===== config.mk =====
export PLATFORM = sky130hd
export DESIGN_NAME = uart_rx_frontend
export DESIGN_NICKNAME = d
export VERILOG_FILES = /design/src/rtl/uart_pkg.sv /design/src/rtl/uart_baud_tick.sv /design/src/rtl/uart_rx_frontend.sv
export SDC_FILE = /design/constraint.sdc
export NUM_CORES = 1
export LEC_CHECK = 0
export ABC_AREA = 1
export BUFFER_PORTS_ARGS = -buffer_cell sky130_fd_sc_hd__clkbuf_2
export CAP_MARGIN = 20
export CORE_ASPECT_RATIO = 1.1
export CORE_MARGIN = 2
export CORE_UTILIZATION = 52
export CTS_CLUSTER_SIZE = 8
export DETAILED_ROUTE_END_ITERATION = 16
export PLACE_DENSITY = 0.84
export SLEW_MARGIN = 15
export SYNTH_ARGS = -nofsm -noshare
export SYNTH_HDL_FRONTEND = slang
export SYNTH_SLANG_ARGS = --single-unit
export TNS_END_PERCENT = 10

===== constraint.sdc =====
create_clock -name sys_clk -period 1.6 [get_ports sys_clk]
set_clock_uncertainty 0.2 [all_clocks]
set_input_delay 0.24 -clock sys_clk [delete_from_list [all_inputs] [get_ports sys_clk]]
set_output_delay 0.24 -clock sys_clk [all_outputs]
set_load 0.02 [all_outputs]

===== src/rtl/uart_pkg.sv =====
`default_nettype none
// ============================================================================
//  Module   : uart_pkg
//  Purpose  : Shared types, constants and the baud divider helper for the
//             UART blocks (RX front end now, TX side later).
//  Contents : rx_state_t   - receiver FSM state encoding
//             DATA_BITS    - payload bits per frame
//             SYNC_STAGES  - depth of the rxd input synchroniser
//             calc_div()   - sys_clk cycles per oversample tick
//  Revision : 1.0 - initial release
// ============================================================================
package uart_pkg;

  typedef enum logic [2:0] {
    IDLE   = 3'd0,
    START  = 3'd1,
    DATA   = 3'd2,
    PARITY = 3'd3,
    STOP   = 3'd4,
    BREAK  = 3'd5
  } rx_state_t;

  localparam int DATA_BITS   = 8;
  localparam int SYNC_STAGES = 2;

  // Rounded-to-nearest divider, never below 1 so the tick always runs.
  function automatic int calc_div(input int clk_hz, input int baud, input int oversample);
    int tick_hz;
    int div;
    tick_hz = baud * oversample;
    div     = (clk_hz + tick_hz / 2) / tick_hz;
    return (div < 1) ? 1 : div;
  endfunction

endpackage
`default_nettype wire


===== src/rtl/uart_baud_tick.sv =====
`default_nettype none
// ============================================================================
//  Module   : uart_baud_tick
//  Purpose  : Free-running oversample tick generator. Emits a one-cycle tick
//             every DIV sys_clk cycles; clr restarts the phase so the next
//             tick lands DIV cycles after clr is released.
//  Ports    : sys_clk  in  clock
//             reset_n  in  asynchronous active-low reset
//             clr      in  phase clear (suppresses the tick while high)
//             tick     out one-cycle tick pulse
//  Revision : 1.0 - initial release
// ============================================================================
module uart_baud_tick #(
  parameter int DIV = 1
) (
  input  logic sys_clk,
  input  logic reset_n,
  input  logic clr,
  output logic tick
);

  localparam int            CW   = (DIV > 1) ? $clog2(DIV) : 1;
  localparam logic [CW-1:0] LAST = CW'(DIV - 1);

  logic [CW-1:0] cnt;

  always_ff @(posedge sys_clk or negedge reset_n) begin
    if (!reset_n) begin
      cnt <= '0;
    end else if (clr || (cnt == LAST)) begin
      cnt <= '0;
    end else begin
      cnt <= cnt + CW'(1);
    end
  end

  assign tick = (cnt == LAST) && !clr;

endmodule
`default_nettype wire


===== src/rtl/uart_rx_frontend.sv =====
`default_nettype none
// ============================================================================
//  Module   : uart_rx_frontend
//  Purpose  : UART receiver, 8 data bits LSB first, 1 stop bit. Presents each
//             byte on a ready/accept holding register and flags framing
//             errors, overruns and (optionally) even-parity errors.
//  Config   : `define UART_RX_PARITY_EN adds one even-parity bit after the
//             data bits (11-bit frame). Without it parity_err is tied 0.
//  Ports    : sys_clk         in  clock
//             reset_n         in  asynchronous active-low reset
//             rxd             in  serial line, idle high, asynchronous
//             rx_data         out received byte, valid while rx_data_ready
//             rx_data_ready   out byte held, waiting for accept
//             rx_data_accept  in  one-cycle consumer strobe
//             frame_err       out one-cycle pulse, stop bit sampled 0
//             overrun         out one-cycle pulse, byte dropped (holding full)
//             parity_err      out one-cycle pulse, parity mismatch
//  Revision : 1.0 - initial release
// ============================================================================
module uart_rx_frontend
  import uart_pkg::*;
#(
  parameter int CLK_HZ     = 50_000_000,
  parameter int BAUD       = 115_200,
  parameter int OVERSAMPLE = 16
) (
  input  logic                 sys_clk,
  input  logic                 reset_n,
  input  logic                 rxd,
  output logic [DATA_BITS-1:0] rx_data,
  output logic                 rx_data_ready,
  input  logic                 rx_data_accept,
  output logic                 frame_err,
  output logic                 overrun,
  output logic                 parity_err
);

  localparam int              DIV       = calc_div(CLK_HZ, BAUD, OVERSAMPLE);
  localparam int              OS_W      = $clog2(OVERSAMPLE);
  localparam int              BIT_W     = $clog2(DATA_BITS);
  localparam logic [OS_W-1:0] HALF_LAST = OS_W'(OVERSAMPLE / 2 - 1);
  localparam logic [OS_W-1:0] FULL_LAST = OS_W'(OVERSAMPLE - 1);
  localparam logic [BIT_W-1:0] LAST_BIT = BIT_W'(DATA_BITS - 1);
`ifdef UART_RX_PARITY_EN
  localparam rx_state_t AFTER_DATA = PARITY;
`else
  localparam rx_state_t AFTER_DATA = STOP;
`endif

  // --------------------------------------------------------------------------
  // Input synchroniser (reset to idle-high so reset never looks like a start)
  // --------------------------------------------------------------------------
  logic [SYNC_STAGES-1:0] sync_q;
  logic                   rxd_s;

  always_ff @(posedge sys_clk or negedge reset_n) begin
    if (!reset_n) begin
      sync_q <= '1;
    end else begin
      sync_q <= {sync_q[SYNC_STAGES-2:0], rxd};
    end
  end

  assign rxd_s = sync_q[SYNC_STAGES-1];

  // --------------------------------------------------------------------------
  // Oversample tick, phase re-aligned to the detected start edge
  // --------------------------------------------------------------------------
  rx_state_t state;
  logic      tick;
  logic      start_det;

  assign start_det = (state == IDLE) && !rxd_s;

  uart_baud_tick #(
    .DIV (DIV)
  ) u_tick (
    .sys_clk (sys_clk),
    .reset_n (reset_n),
    .clr     (start_det),
    .tick    (tick)
  );

  // --------------------------------------------------------------------------
  // Receive FSM
  // --------------------------------------------------------------------------
  logic [OS_W-1:0]      os_cnt;
  logic [BIT_W-1:0]     bit_idx;
  logic [DATA_BITS-1:0] shreg;
  logic                 deliver;   // byte complete, hand to holding register
  logic                 mid_start; // half-bit point of the start bit
  logic                 mid_bit;   // centre of every following bit

  assign mid_start = tick && (os_cnt == HALF_LAST);
  assign mid_bit   = tick && (os_cnt == FULL_LAST);

`ifdef UART_RX_PARITY_EN
  logic par_bad;
`endif

  always_ff @(posedge sys_clk or negedge reset_n) begin
    if (!reset_n) begin
      state     <= IDLE;
      os_cnt    <= '0;
      bit_idx   <= '0;
      shreg     <= '0;
      deliver   <= 1'b0;
      frame_err <= 1'b0;
`ifdef UART_RX_PARITY_EN
      par_bad    <= 1'b0;
      parity_err <= 1'b0;
`endif
    end else begin
      deliver   <= 1'b0;
      frame_err <= 1'b0;
`ifdef UART_RX_PARITY_EN
      parity_err <= 1'b0;
`endif
      // Counts ticks within the current bit; reset at every sample point.
      if (tick) begin
        os_cnt <= os_cnt + OS_W'(1);
      end

      case (state)
        IDLE: begin
          if (!rxd_s) begin
            state  <= START;
            os_cnt <= '0;
`ifdef UART_RX_PARITY_EN
            par_bad <= 1'b0;
`endif
          end
        end

        START: begin
          if (mid_start) begin
            os_cnt  <= '0;
            bit_idx <= '0;
            // A line already back high at mid-start was a glitch.
            state   <= rxd_s ? IDLE : DATA;
          end
        end

        DATA: begin
          if (mid_bit) begin
            os_cnt  <= '0;
            shreg   <= {rxd_s, shreg[DATA_BITS-1:1]};
            bit_idx <= bit_idx + BIT_W'(1);
            if (bit_idx == LAST_BIT) begin
              state <= AFTER_DATA;
            end
          end
        end

`ifdef UART_RX_PARITY_EN
        PARITY: begin
          if (mid_bit) begin
            os_cnt <= '0;
            // Even parity: data ones plus the parity bit must be even.
            if (rxd_s != (^shreg)) begin
              par_bad    <= 1'b1;
              parity_err <= 1'b1;
            end
            state <= STOP;
          end
        end
`endif

        STOP: begin
          if (mid_bit) begin
            os_cnt <= '0;
            if (rxd_s) begin
`ifdef UART_RX_PARITY_EN
              deliver <= !par_bad;
`else
              deliver <= 1'b1;
`endif
              state   <= IDLE;
            end else begin
              // A frame already flagged for parity reports only that error.
`ifdef UART_RX_PARITY_EN
              frame_err <= !par_bad;
`else
              frame_err <= 1'b1;
`endif
              state     <= BREAK;
            end
          end
        end

        BREAK: begin
          if (rxd_s) begin
            state <= IDLE;
          end
        end

        default: state <= IDLE;
      endcase
    end
  end

`ifndef UART_RX_PARITY_EN
  assign parity_err = 1'b0;
`endif

  // --------------------------------------------------------------------------
  // Holding register and ready/accept handshake. An accept in the delivery
  // cycle frees the slot, so the new byte loads instead of overrunning.
  // --------------------------------------------------------------------------
  always_ff @(posedge sys_clk or negedge reset_n) begin
    if (!reset_n) begin
      rx_data       <= '0;
      rx_data_ready <= 1'b0;
      overrun       <= 1'b0;
    end else begin
      overrun <= 1'b0;
      if (deliver) begin
        if (!rx_data_ready || rx_data_accept) begin
          rx_data       <= shreg;
          rx_data_ready <= 1'b1;
        end else begin
          overrun <= 1'b1;
        end
      end else if (rx_data_accept && rx_data_ready) begin
        rx_data_ready <= 1'b0;
      end
    end
  end

endmodule
`default_nettype wire

==> impl_metrics.json, run 1 <==
{
  "r2r_end": "state[1]$_DFFE_PN0P_",
  "grt-busiest-layer": "met2",
  "crit_arrival_ns": 1.70,
  "layout_common_cells": "nand2_1, dfrtp_1, inv_1",
  "violations": "setup timing",
  "drive_above_1_share_pct": 33.5,
  "r2r_cells": 8,
  "antenna_found_initial": 0,
  "ant_nets": 0,
  "start_util_pct": 53.6,
  "placed_area_um2": 1940,
  "area_growth_pct": 21.8,
  "io_pins": 16,
  "synth_area_um2": 1760,
  "clk_pin_slew_ns": 0.11,
  "grt_usage_pct": 19.0,
  "critical_path_required_ns": 1.65,
  "final_common_cell": "nand2_1",
  "rsz0062_at_grt": "true",
  "cts_tree": "yes",
  "leakagePower_nw": 1.02,
  "synth-edff-count": 0,
  "synth_nets": 199,
  "place_hpwl_um": 2260,
  "max_freq_mhz": 607,
  "cap_violations": 0,
  "dr.pass1.iters": 4,
  "combPwrFrac_pct": 2.0,
  "fin_crit_sh_pct": 103,
  "worstMarginPinSlew_ns": 0.556,
  "switching_power_mw": 0.340,
  "pwr-share-clk_pct": 41.2,
  "ir_worst_vdd_mv": 0.416,
  "cts_inserted_buffers": 5,
  "core_area_um2": 3280,
  "syn_inst": 190,
  "worstHoldEndpoint": "sync_q[1]$_DFF_PN1_",
  "rr_startpoint": "u_tick.cnt[0]$_DFF_PN0_",
  "post_cts_buffers": 0,
  "ys_warn_count": 0,
  "nets": 232,
  "drt-total-wl_um": 3340,
  "hp-class": "reg2reg",
  "slew_headroom_pct": 62.6,
  "fillerInstances": 263,
  "netSwitchingFraction_pct": 20.5,
  "timing.final.ws_setup_ns": -0.0478,
  "drc": 0,
  "end_kind": "flip-flop",
  "p_per_area_nw_per_um2": 776,
  "design_area_um2": 2140,
  "grt_max_degree": 38,
  "grt_pass1_wl_um": 5380,
  "cts.sink_count": 37,
  "synth_cell_types": 26,
  "fp.dieH_um": 65.0,
  "die-area_um2": 3860,
  "ys_ff_latch": 37,
  "synth_area_per_cell_um2": 9.25,
  "die_w_um": 59.4,
  "synth_seq_area_share_pct": 52.8,
  "cts_buffer_depth": 2,
  "path_max_fanout": 5,
  "htree_levels": 2,
  "use_met3_pct": 4.99,
  "place_inst": 249,
  "hold_viol_final": 0,
  "drtIter0Drc": 33,
  "grt.overflow.total": 0,
  "wl_per_cell_um": 12.8,
  "maxSlewViolCount": 0,
  "layout.cells.non_filler": 260,
  "holdPathStages": 0,
  "min_from": "sync_q[0]$_DFF_PN1_",
  "grt_pass1_vias": 1270,
  "path_class": "reg2reg",
  "vias": 1337,
  "cts_root_buf": "clkbuf_4",
  "antennaDiodeCount": 0,
  "row_count": 22,
  "async_flop_share_pct": 100,
  "reg2reg_slack_ns": -0.05,
  "status": "finished, violations left",
  "place_congestion": 0.864,
  "setup_viol": 8,
  "grt.met1_usage_pct": 21.5,
  "p_int_mw": 1.32,
  "startpoint_type": "flip-flop",
  "period_needed_ns": 1.65,
  "vias_per_cell": 5.14,
  "synth_top_flop_cell": "dfrtp_1",
  "gr-usage-met2_pct": 32.6,
  "sequentialPowerShare_pct": 56.7,
  "clkLatencyLatePin_ns": 0.35,
  "numPortBuffers": 14
}
-- cell families after synthesis --
family,count (synthesis),share of synthesized area (%)
multiplexers,1,0.641
AO/OA/AOI/OAI,20,7.41
buffers and inverters,25,6.41
AND/OR/NAND/NOR,96,26.4
flip-flops,37,52.8
other,1,0.213
adder cells (fa/ha/maj),5,3.56
XOR/XNOR,5,2.49
-- synth_stat cells, types with 2 or more instances --
library cell / n / area (µm²)
nand2_1: 45 / 169
nand3_2: 2 / 20.0
o21ai_0: 11 / 55.1
dfrtp_1: 35 / 876
nand2_2: 3 / 18.8
nor2_2: 4 / 25.0
nor2_1: 20 / 75.1
dfstp_2: 2 / 52.6
nor3_1: 2 / 10.0
xor2_1: 4 / 35.0
nand2_4: 2 / 22.5
nand3_1: 11 / 55.1
o21ai_2: 8 / 70.1
buf_6: 2 / 22.5
inv_1: 21 / 78.8
nor2_4: 2 / 22.5
ha_1: 5 / 62.6
nand4_1: 3 / 18.8
-- sequential cells by signal (all words and copies together) (netlist names) --
| signal | cells |
|---|---|
| u_tick.cnt | 5 |
| shreg | 8 |
| deliver | 1 |
| sync_q | 2 |
| rx_data | 8 |
| os_cnt | 4 |
| overrun | 1 |
| state | 3 |
| rx_data_ready | 1 |
| bit_idx | 3 |
| frame_err | 1 |
-- layout make-up --
| cell class | count | area (µm²) | share of cell area [%] |
|---|---|---|---|
| clock buffers | 6 | 51.3 | 2.40 |
| clock inverters | 2 | 37.5 | 1.75 |
| inverters | 21 | 78.8 | 3.68 |
| multi-input cells | 128 | 788 | 36.8 |
| flip-flops and latches | 37 | 930 | 43.5 |
| well taps | 36 | 45.0 | 2.11 |
| repair buffers | 30 | 209 | 9.77 |
-- metrics by stage --
stage          TNS (ns)  hold slack (ns)  utilization, %  setup WS, ns  power, mW
2_1_floorplan         0           -0.256               -        0.0121      0.966
3_3_place_gp          0            0.108            59.1       0.00740      0.989
3_5_place_dp     -0.261            0.110            59.1       -0.0579      0.989
4_1_cts          -0.118            0.167            63.5       -0.0286       1.67
5_1_grt           -1.58            0.175            65.3        -0.177       1.72
6_report         -0.220            0.165            65.3       -0.0478       1.66
-- power by group through the flow --
stage                     Combinational (mW)  Clock, mW  Sequential, mW
after floorplan                      0.00734          0           0.959
after global placement                0.0293          0           0.959
after detailed placement              0.0296          0           0.960
after CTS                             0.0352      0.693           0.942
after global routing                  0.0398      0.739           0.943
final                                 0.0335      0.685           0.942
-- critical path, cell delays in order, from the launching register on --
cell and delay (ns):
dfrtp_1 0.40, inv_2 0.07, ha_4 0.13, nand2_4 0.05, nor2_4 0.17, nand3_2 0.13
buf_4 0.18, o21ai_0 0.15, nand2_1 0.07
-- worst max path at each step --
| stage | start | endpoint | slack (ns) | cells after the start |
|---|---|---|---|---|
| floorplan | u_tick.cnt[0]$_DFF_PN0_ | os_cnt[3]$_DFF_PN0_ | 0.01 | 9 |
| global placement | u_tick.cnt[0]$_DFF_PN0_ | os_cnt[3]$_DFF_PN0_ | 0.007 | 9 |
| detailed placement | bit_idx[1]$_DFFE_PN0P_ | state[0]$_DFFE_PN0P_ | -0.06 | 9 |
| CTS | u_tick.cnt[0]$_DFF_PN0_ | os_cnt[3]$_DFF_PN0_ | -0.03 | 8 |
| global route | u_tick.cnt[0]$_DFF_PN0_ | os_cnt[3]$_DFF_PN0_ | -0.18 | 8 |
| finish | u_tick.cnt[0]$_DFF_PN0_ | state[1]$_DFFE_PN0P_ | -0.05 | 8 |
-- what timing repair did --
| item | 4_1_cts | 5_1_grt |
|---|---|---|
| endpoints found under the hold margin | 38 | 0 |
| setup endpoints to repair | 18 | 22 |
| gates resized for setup | 8 | 17 |
| pin swaps | 0 | 3 |
| hold buffers | 3 | 0 |
-- metal layers --
metal  routed length (µm)  share of wire [%]  vias to the layer above
met3                  118                3.5                        6
met5                    0                  0                        -
met1                 1340                 40                      635
met2                 1820                 55                       30
met4                   56                1.7                        0
li1                     -                  -                      666
No activity file was read; power rests on OpenSTA's default activity.
==> run 2: changes to the inputs <==
- CORE_UTILIZATION: 52 -> 45
- PLACE_DENSITY: 0.84 -> 0.76
- clock period: 1.6 -> 1.5 ns (I/O delays scaled with it)
==> impl_metrics.json, run 2 (same netlist as run 1, synthesis figures left out) <==
{
  "status": "finished, violations left",
  "violations": "setup timing",
  "rr_startpoint": "u_tick.cnt[0]$_DFF_PN0_",
  "max_freq_mhz": 626,
  "fin_setup_tns_ns": -1.30,
  "setup_viol": 23,
  "grt.met1_usage_pct": 19.1,
  "end_kind": "flip-flop",
  "path_class": "reg2reg",
  "cts_root_buf": "clkbuf_8",
  "place_congestion": 0.924,
  "cp-startpoint": "u_tick.cnt[0]$_DFF_PN0_",
  "htree_levels": 2,
  "layout_common_cells": "nand2_1, dfrtp_1, inv_1, buf_4, nor2_1",
  "r2r_cells": 8,
  "design_area_um2": 2230,
  "fp.dieH_um": 69.5,
  "vias_per_cell": 4.67,
  "critical_path_required_ns": 1.48,
  "clk_pin_slew_ns": 0.08,
  "core_area_um2": 3680,
  "numPortBuffers": 14,
  "place_inst": 272,
  "reg2reg_slack_ns": -0.1,
  "layout.cells.non_filler": 284,
  "place_hpwl_um": 2220,
  "final_core_util_pct": 60.6,
  "leakagePower_nw": 1.09,
  "path_max_fanout": 5,
  "cap_violations": 0,
  "placed_area_um2": 2050,
  "grt-busiest-layer": "met2",
  "die_w_um": 63.6,
  "io_pins": 16,
  "drtIter0Drc": 59,
  "finalPower_mw": 1.90,
  "worstMarginPinSlew_ns": 0.561,
  "die-area_um2": 4420,
  "clkLatencyLatePin_ns": 0.29,
  "slew_headroom_pct": 62.2,
  "hp-class": "in2async",
  "worstSetupEndpoint": "os_cnt[3]$_DFF_PN0_",
  "reg_top3": "rx_data: 8 flops, shreg: 8 flops, u_tick.cnt: 5 flops",
  "grt_usage_pct": 15.0,
  "antennaDiodeCount": 0,
  "cts_inserted_buffers": 5,
  "start_util_pct": 47.7,
  "ant_nets": 0,
  "gr-usage-met2_pct": 23.7,
  "timing.final.ws_setup_ns": -0.0979,
  "maxSlewViolCount": 0,
  "hold_viol_final": 0,
  "grt_pass1_wl_um": 5150,
  "use_met3_pct": 5.36,
  "p_per_area_nw_per_um2": 852,
  "vias": 1327,
  "dr.pass1.iters": 4,
  "ir_worst_vdd_mv": 0.590,
  "rsz0062_at_grt": "true",
  "drt-total-wl_um": 2870,
  "startpoint_type": "flip-flop",
  "nets": 242,
  "grt_pass1_vias": 1203,
  "crit_arrival_ns": 1.58,
  "cts.sink_count": 37,
  "cts_buffer_depth": 2,
  "r2r_end": "os_cnt[3]$_DFF_PN0_",
  "wl_per_cell_um": 10.1,
  "antenna_found_initial": 0,
  "fin_crit_sh_pct": 107,
  "row_count": 23,
  "drive_above_1_share_pct": 34.2,
  "grt.overflow.total": 0,
  "final_common_cell": "nand2_1",
  "cts_tree": "yes",
  "grt_max_degree": 27,
  "drc": 0,
  "period_needed_ns": 1.60,
  "area_growth_pct": 27.1
}
[run 2: cell types whose count changed in the layout (fill, tap and decap cells not counted), moves of 2 or more]
cell / delta
buf_4: +10
nand2_2: +6
clkbuf_4: -5
clkbuf_8: +4
nand2_1: -3
nand2_4: -3
nor2_1: +3
buf_12: +2
inv_1: +2
inv_2: -2
nor2_2: -2
[run 2: routing by layer]
layer  part of all wire, %  up-vias
li1                      -      688
met1                    44      605
met2                    48       30
met3                   5.7        4
met4                   1.6        0
met5                     0        -
[run 2: final cells by class]
cell class              count  area (µm²)
clock buffers               5        68.8
clock inverters             3        46.3
fillers                   318        1450
inverters                  21        78.8
multi-input cells         128         751
flip-flops and latches     37         928
well taps                  50        62.6
repair buffers             40         298
[run 2: what timing repair did]
action / in CTS / in global routing
buffers inserted: 1 / 0
resized for setup: 2 / 7
endpoints found under the hold margin: 37 / 0
hold buffers: 3 / 0
setup endpoints to repair: 24 / 25
[run 2: worst min path at each step]
stage                        startpoint                     end  cells past startpoint
floorplan                       reset_n  bit_idx[0]$_DFFE_PN0P_                      0
global route        sync_q[0]$_DFF_PN1_     sync_q[1]$_DFF_PN1_                      0
finish                          reset_n  rx_data[2]$_DFFE_PN0P_                      2
detailed placement              reset_n  rx_data[3]$_DFFE_PN0P_                      1
global placement                reset_n  rx_data[3]$_DFFE_PN0P_                      1
CTS                 sync_q[0]$_DFF_PN1_     sync_q[1]$_DFF_PN1_                      0
[run 2: where the power goes]
| group | leakage (nW) | switching, mW | internal (mW) |
|---|---|---|---|
| clock network | 0.0543 | 0.361 | 0.497 |
| logic | 0.555 | 0.0260 | 0.0139 |
| registers | 0.485 | 0.00219 | 1.00 |
| total | 1.09 | 0.389 | 1.51 |
[run 2: critical path: stages (launching register included)]
cell	delay [ns]
dfrtp_1	0.37
inv_1	0.06
ha_1	0.15
nand2_2	0.07
nor2_4	0.16
nand2_1	0.13
nor2_1	0.13
xor2_1	0.16
nor2_1	0.06
[run 2: per-stage QoR]
stage                     hold WS [ns]  worst slack, ns
after detailed placement       -0.0642           -0.135
final                            0.157          -0.0979
after floorplan                 -0.271          -0.0729
after CTS                        0.159           -0.119
after global routing             0.165           -0.203
after global placement         -0.0647          -0.0752
